$ cat src/rtl/tile_ram_arbiter.sv
// ============================================================================
//  Module   : tile_ram_arbiter
//  Purpose  : Shares the single-port tile RAM between VGA scan-out reads and
//             snake game reads/writes; game writes are buffered in a small
//             queue and drained into free RAM cycles.
//  Options  : TILE_ARB_STATS_EN builds the saturating write-stall counter.
//  Revision : 1.0  initial release
// ============================================================================
`timescale 1ns/1ps
`default_nettype none

module tile_ram_arbiter #(
    parameter int ADDR_W   = 11,
    parameter int DATA_W   = 4,
    parameter int WQ_DEPTH = 4
) (
    input  logic                      clk,
    input  logic                      rst_n,
    input  logic                      vid_rd_req,
    input  logic [ADDR_W-1:0]         vid_rd_addr,
    output logic                      vid_rd_valid,
    output logic [DATA_W-1:0]         vid_rd_data,
    input  logic                      game_wr_req,
    input  logic [ADDR_W-1:0]         game_wr_addr,
    input  logic [DATA_W-1:0]         game_wr_data,
    output logic                      game_wr_ack,
    input  logic                      game_rd_req,
    input  logic [ADDR_W-1:0]         game_rd_addr,
    output logic                      game_rd_gnt,
    output logic                      game_rd_valid,
    output logic [DATA_W-1:0]         game_rd_data,
    output logic [$clog2(WQ_DEPTH):0] wq_count,
    output logic                      wq_full,
    output logic [15:0]               stall_count,
    output logic                      ram_en,
    output logic                      ram_we,
    output logic [ADDR_W-1:0]         ram_addr,
    output logic [DATA_W-1:0]         ram_wdata,
    input  logic [DATA_W-1:0]         ram_rdata
);

    localparam int PTR_W = $clog2(WQ_DEPTH);
    localparam int CNT_W = PTR_W + 1;

    typedef enum logic [1:0] {
        GNT_IDLE = 2'd0,
        GNT_VID  = 2'd1,
        GNT_WR   = 2'd2,
        GNT_GRD  = 2'd3
    } gnt_e;

    typedef enum logic [1:0] {
        TAG_NONE = 2'b00,
        TAG_VID  = 2'b01,
        TAG_GAME = 2'b10
    } tag_e;

    logic [ADDR_W-1:0] wq_addr_q [WQ_DEPTH];
    logic [DATA_W-1:0] wq_data_q [WQ_DEPTH];
    logic [PTR_W-1:0]  head_q, head_d, tail_q, tail_d;
    logic [CNT_W-1:0]  count_q, count_d;

    gnt_e              gnt_d;
    tag_e              tag_q, tag_d, tag2_q;
    logic              ram_en_q, ram_en_d;
    logic              ram_we_q, ram_we_d;
    logic [ADDR_W-1:0] ram_addr_q, ram_addr_d;
    logic [DATA_W-1:0] ram_wdata_q, ram_wdata_d;
    logic              gnt_q, gnt_d_pulse;
    logic [DATA_W-1:0] vid_data_q, game_data_q;
    logic              push, pop, grd_busy;

    assign wq_full     = (count_q == CNT_W'(WQ_DEPTH));
    assign game_wr_ack = game_wr_req & ~wq_full;
    assign push        = game_wr_ack;
    assign pop         = (gnt_d == GNT_WR);
    // A game read is in flight from its RAM cycle until its data returns.
    assign grd_busy    = gnt_q | (tag2_q == TAG_GAME);

    always_comb begin
        gnt_d = GNT_IDLE;
        if (vid_rd_req) begin
            gnt_d = GNT_VID;
        end else if (count_q != '0) begin
            gnt_d = GNT_WR;
        end else if (game_rd_req && !game_wr_ack && !grd_busy) begin
            // A write acked this very cycle must land before the read.
            gnt_d = GNT_GRD;
        end
    end

    always_comb begin
        ram_en_d    = 1'b0;
        ram_we_d    = 1'b0;
        ram_addr_d  = ram_addr_q;
        ram_wdata_d = ram_wdata_q;
        tag_d       = TAG_NONE;
        gnt_d_pulse = 1'b0;
        case (gnt_d)
            GNT_VID: begin
                ram_en_d   = 1'b1;
                ram_addr_d = vid_rd_addr;
                tag_d      = TAG_VID;
            end
            GNT_WR: begin
                ram_en_d    = 1'b1;
                ram_we_d    = 1'b1;
                ram_addr_d  = wq_addr_q[head_q];
                ram_wdata_d = wq_data_q[head_q];
            end
            GNT_GRD: begin
                ram_en_d    = 1'b1;
                ram_addr_d  = game_rd_addr;
                tag_d       = TAG_GAME;
                gnt_d_pulse = 1'b1;
            end
            default: begin
            end
        endcase
    end

    always_comb begin
        head_d  = pop  ? head_q + PTR_W'(1) : head_q;
        tail_d  = push ? tail_q + PTR_W'(1) : tail_q;
        count_d = count_q;
        if (push && !pop) begin
            count_d = count_q + CNT_W'(1);
        end else if (pop && !push) begin
            count_d = count_q - CNT_W'(1);
        end
    end

    always_ff @(posedge clk) begin
        if (push) begin
            wq_addr_q[tail_q] <= game_wr_addr;
            wq_data_q[tail_q] <= game_wr_data;
        end
    end

    always_ff @(posedge clk) begin
        if (!rst_n) begin
            head_q      <= '0;
            tail_q      <= '0;
            count_q     <= '0;
            ram_en_q    <= 1'b0;
            ram_we_q    <= 1'b0;
            ram_addr_q  <= '0;
            ram_wdata_q <= '0;
            gnt_q       <= 1'b0;
            tag_q       <= TAG_NONE;
            tag2_q      <= TAG_NONE;
            vid_data_q  <= '0;
            game_data_q <= '0;
        end else begin
            head_q      <= head_d;
            tail_q      <= tail_d;
            count_q     <= count_d;
            ram_en_q    <= ram_en_d;
            ram_we_q    <= ram_we_d;
            ram_addr_q  <= ram_addr_d;
            ram_wdata_q <= ram_wdata_d;
            gnt_q       <= gnt_d_pulse;
            tag_q       <= tag_d;
            tag2_q      <= tag_q;
            vid_data_q  <= vid_rd_data;
            game_data_q <= game_rd_data;
        end
    end

    // RAM data arrives the cycle after the access; the idle source holds.
    assign vid_rd_valid  = (tag2_q == TAG_VID);
    assign game_rd_valid = (tag2_q == TAG_GAME);
    assign vid_rd_data   = vid_rd_valid  ? ram_rdata : vid_data_q;
    assign game_rd_data  = game_rd_valid ? ram_rdata : game_data_q;

    assign ram_en      = ram_en_q;
    assign ram_we      = ram_we_q;
    assign ram_addr    = ram_addr_q;
    assign ram_wdata   = ram_wdata_q;
    assign game_rd_gnt = gnt_q;
    assign wq_count    = count_q;

`ifdef TILE_ARB_STATS_EN
    logic [15:0] stall_q;

    always_ff @(posedge clk) begin
        if (!rst_n) begin
            stall_q <= '0;
        end else if (game_wr_req && wq_full && (stall_q != 16'hFFFF)) begin
            stall_q <= stall_q + 16'd1;
        end
    end

    assign stall_count = stall_q;
`else
    assign stall_count = 16'd0;
`endif

endmodule

`default_nettype wire
$ cat config.mk
export PLATFORM = sky130hd
export DESIGN_NAME = tile_ram_arbiter
export DESIGN_NICKNAME = d
export VERILOG_FILES = /design/src/rtl/tile_ram_arbiter.sv
export SDC_FILE = /design/constraint.sdc
export NUM_CORES = 1
export LEC_CHECK = 0
export CAP_MARGIN = 0
export CORE_UTILIZATION = 40
export DETAILED_ROUTE_END_ITERATION = 6
export DONT_BUFFER_PORTS = 1
export GPL_TIMING_DRIVEN = 0
export PLACE_DENSITY = 0.61
export SLEW_MARGIN = 20
export SYNTH_ARGS = -nofsm -noshare
export SYNTH_HDL_FRONTEND = slang
export SYNTH_SLANG_ARGS = --single-unit
export TNS_END_PERCENT = 100
$ cat constraint.sdc
create_clock -name clk -period 2.94 [get_ports clk]
set_input_delay 0.441 -clock clk [delete_from_list [all_inputs] [get_ports clk]]
set_output_delay 0.441 -clock clk [all_outputs]
set_load 0.01 [all_outputs]
==> flow_metrics.tcl <==
set metrics [dict create \
    outcome "finished, final reports clean" \
    drive_above_1_share_pct 22.3 \
    dp_hpwl_mm 5.84 \
    power_leakage_nw 1.58 \
    fmax_ghz 0.368 \
    vias 2307 \
    ys_types 40 \
    mappedNetlistArea_um2 4090 \
    place.gp.congestion 0.727 \
    post-cts-setup-buffer-count 0 \
    grt_setup_unrepaired "no" \
    drv_cap 0 \
    finalHoldViolations 0 \
    fin_worst_skew_ns 0.00787 \
    setup_viol 0 \
    ir_drop_uv 302 \
    cts_tree "built" \
    drt-initial-drc-count 89 \
    areaGrowthSynthToFinish_pct 10.1 \
    cts.path.max_buffers 2 \
    final_cell_mix "edfxtp_1 (60), dfxtp_1 (39), buf_4 (16), conb_1 (16), mux4_2 (15)" \
    synth_xor_area_share_pct 1.07 \
    cts_made_buffers 9 \
    n_antenna_cell 0 \
    async_reset_ff_share_pct 0 \
    via_per_inst 5.12 \
    period_share_pct 92.3 \
    die_area_um2 10600 \
    setup_tns_ns 0 \
    yosys_warnings 0 \
    crit_fanout 6 \
    grt_pass1_wl_mm 12.8 \
    fill_cells 893 \
    die_x_um 103 \
    htree_levels 3 \
    power_density_nw_per_um2 790 \
    relSlewSlack_pct 50.6 \
    initial_core_util_pct 41.6 \
    finalNonFillerCells 451 \
    insertion_delay_ns 0.36 \
    globalRouteOverflowTotal 0 \
    num_rows 36 \
    final_cell_area_um2 4500 \
    grt_pass1_vias 2342 \
    crit_slowest_cell "nor3_1" \
    dp.cells 435 \
    min_period_ns 2.71 \
    cp_cell_sequence "nor3_1 > nor2_1 > inv_1 > ha_1 > inv_1 > fa_1 > xor2_1 > or3_2 > a21oi_1" \
    worstHoldPathType "in -> reg" \
    critPathKind "reg -> reg" \
    total_power_mw 3.55 \
    setup.worst_path.start_class "flop" \
    track_usage_pct 17.1 \
    worst_pin_slew_ns 0.742 \
    ant_nets 0 \
    coreArea_um2 9820 \
    multi_input_area_um2 1330 \
    first_pass_iters 4 \
    slowest_delay_ns 0.56 \
    worstPathRequired_ns 3.23 \
    cts_hold_buf 0 \
    wl_mm 8.64 \
    synth_mux_area_share_pct 10.7 \
    synth_area_per_cell_um2 14.2 \
    synth_compound_area_share_pct 8.02 \
    synth_cells 287 \
    ff_latch_area_um2 2580 \
    final_common_cell "edfxtp_1" \
    cts-root-buf "clkbuf_8" \
    synth-simple-area-share_pct 9.34 \
    numPortBuffers 0 \
    slew_violations 0 \
    place_area_um2 4310 \
    antenna_found_initial 0 \
    clk_pin_slew_worst_paths_ns 0.10 \
    ys_ff_latch 99 \
    nNetsFinal 365 \
    post_cts_resized 0 \
    synth_edf_count 60 \
    synth_top_flop_cell "edfxtp_1" \
    grt_max_degree 17 \
    synth_fa_ha_area_share_pct 2.02 \
    cpMostUsedCell "inv_1" \
    synth_top_family_by_area "multiplexers" \
    die_y_um 103 \
    drc 0 \
    arrival_ns 3.01 \
    pin_count 95 \
    wl_per_cell_um 19.2 \
    clock-sinks 99 \
    yosysSeqAreaShare_pct 63.2 \
    setup.worst_path.end_class "flop" \
]
worst max-delay path, delay by kind of cell, from the launching register on:
family / cells / cell delay [ns]
xor+xnor: 1 / 0.16
flops: 1 / 0.42
compound gates: 1 / 0.14
buf+inv: 2 / 0.26
fa+ha+maj: 2 / 0.58
simple gates: 3 / 1.10
metrics by stage:
| step | hold slack (ns) | setup slack (ns) | utilization [%] |
|---|---|---|---|
| 2_1_floorplan | 0.412 | 0.583 | - |
| 3_3_place_gp | 0.418 | 0.313 | 43.9 |
| 3_5_place_dp | 0.417 | 0.234 | 43.9 |
| 4_1_cts | 0.145 | 0.216 | 45.8 |
| 5_1_grt | 0.136 | 0.0390 | 45.8 |
| 6_report | 0.166 | 0.226 | 45.8 |
power by group:
group	leakage (nW)	internal [mW]	switching [mW]	total, mW
logic	0.621	0.389	0.475	0.864
registers	0.870	1.68	0.145	1.82
clock network	0.0931	0.391	0.476	0.867
registers in the layout (all words and copies together), names as in the netlist, named ones only:
name	count
game_data_q	4
game_rd_gnt	1
ram_en	1
tag_q	2
tag2_q	2
ram_wdata	4
ram_we	1
head_q	2
wq_count	3
vid_data_q	4
tail_q	2
wq_addr_q	44
wq_data_q	16
ram_addr	11
Yosys cell counts, types with 4 or more instances:
cell | n | area, µm²
dfxtp_1 | 39 | 781
nand2_1 | 13 | 48.8
buf_4 | 16 | 120
and3_2 | 4 | 30.0
nor2_1 | 11 | 41.3
nor2b_1 | 10 | 62.6
edfxtp_1 | 60 | 1800
clkbuf_1 | 11 | 41.3
and2_1 | 11 | 68.8
nand2b_1 | 5 | 31.3
inv_1 | 7 | 26.3
ha_1 | 5 | 62.6
a22oi_1 | 6 | 45.0
mux2_2 | 8 | 90.1
mux4_2 | 15 | 338
nand3_1 | 5 | 25.0
a21oi_1 | 14 | 70.1
o31ai_1 | 4 | 30.0
o21ai_0 | 7 | 35.0
cells by family (layout without fill, tap and decap cells):
group | count (synthesis) | after routing
flip-flops | 99 | 99
AND/OR/NAND/NOR | 69 | 69
multiplexers | 24 | 24
AO/OA/AOI/OAI | 44 | 44
adder cells (fa/ha/maj) | 6 | 6
other | 1 | 16
XOR/XNOR | 5 | 5
buffers and inverters | 39 | 55
routing by layer:
metal / track usage, % / share of wire, %
met2: 27.4 / 47
met1: 19.7 / 41
met3: 7.12 / 11
met4: 8.99 / 2.3
met5: 0 / 0
area by class of cell:
cell class	count	area share (%)
Tap cell	133	3.70
Buffer	32	4.42
Multi-Input combinational cell	164	29.6
Sequential cell	99	57.4
Inverter	7	0.584
Clock inverter	7	1.50
Clock buffer	9	2.75
worst paths after layout:
kind                                      start         endpoint  slack, ns  cells after the start
worst max-delay path                wq_count[0]      wq_count[2]       0.23                      9
worst min-delay path            game_wr_addr[2]  wq_addr_q[3][2]       0.17                      0
worst max register to register      wq_count[0]      wq_count[2]       0.23                      9
worst min register to register         tag_q[0]        tag2_q[0]       0.44                      1
Power figures use the tool's default switching activity.
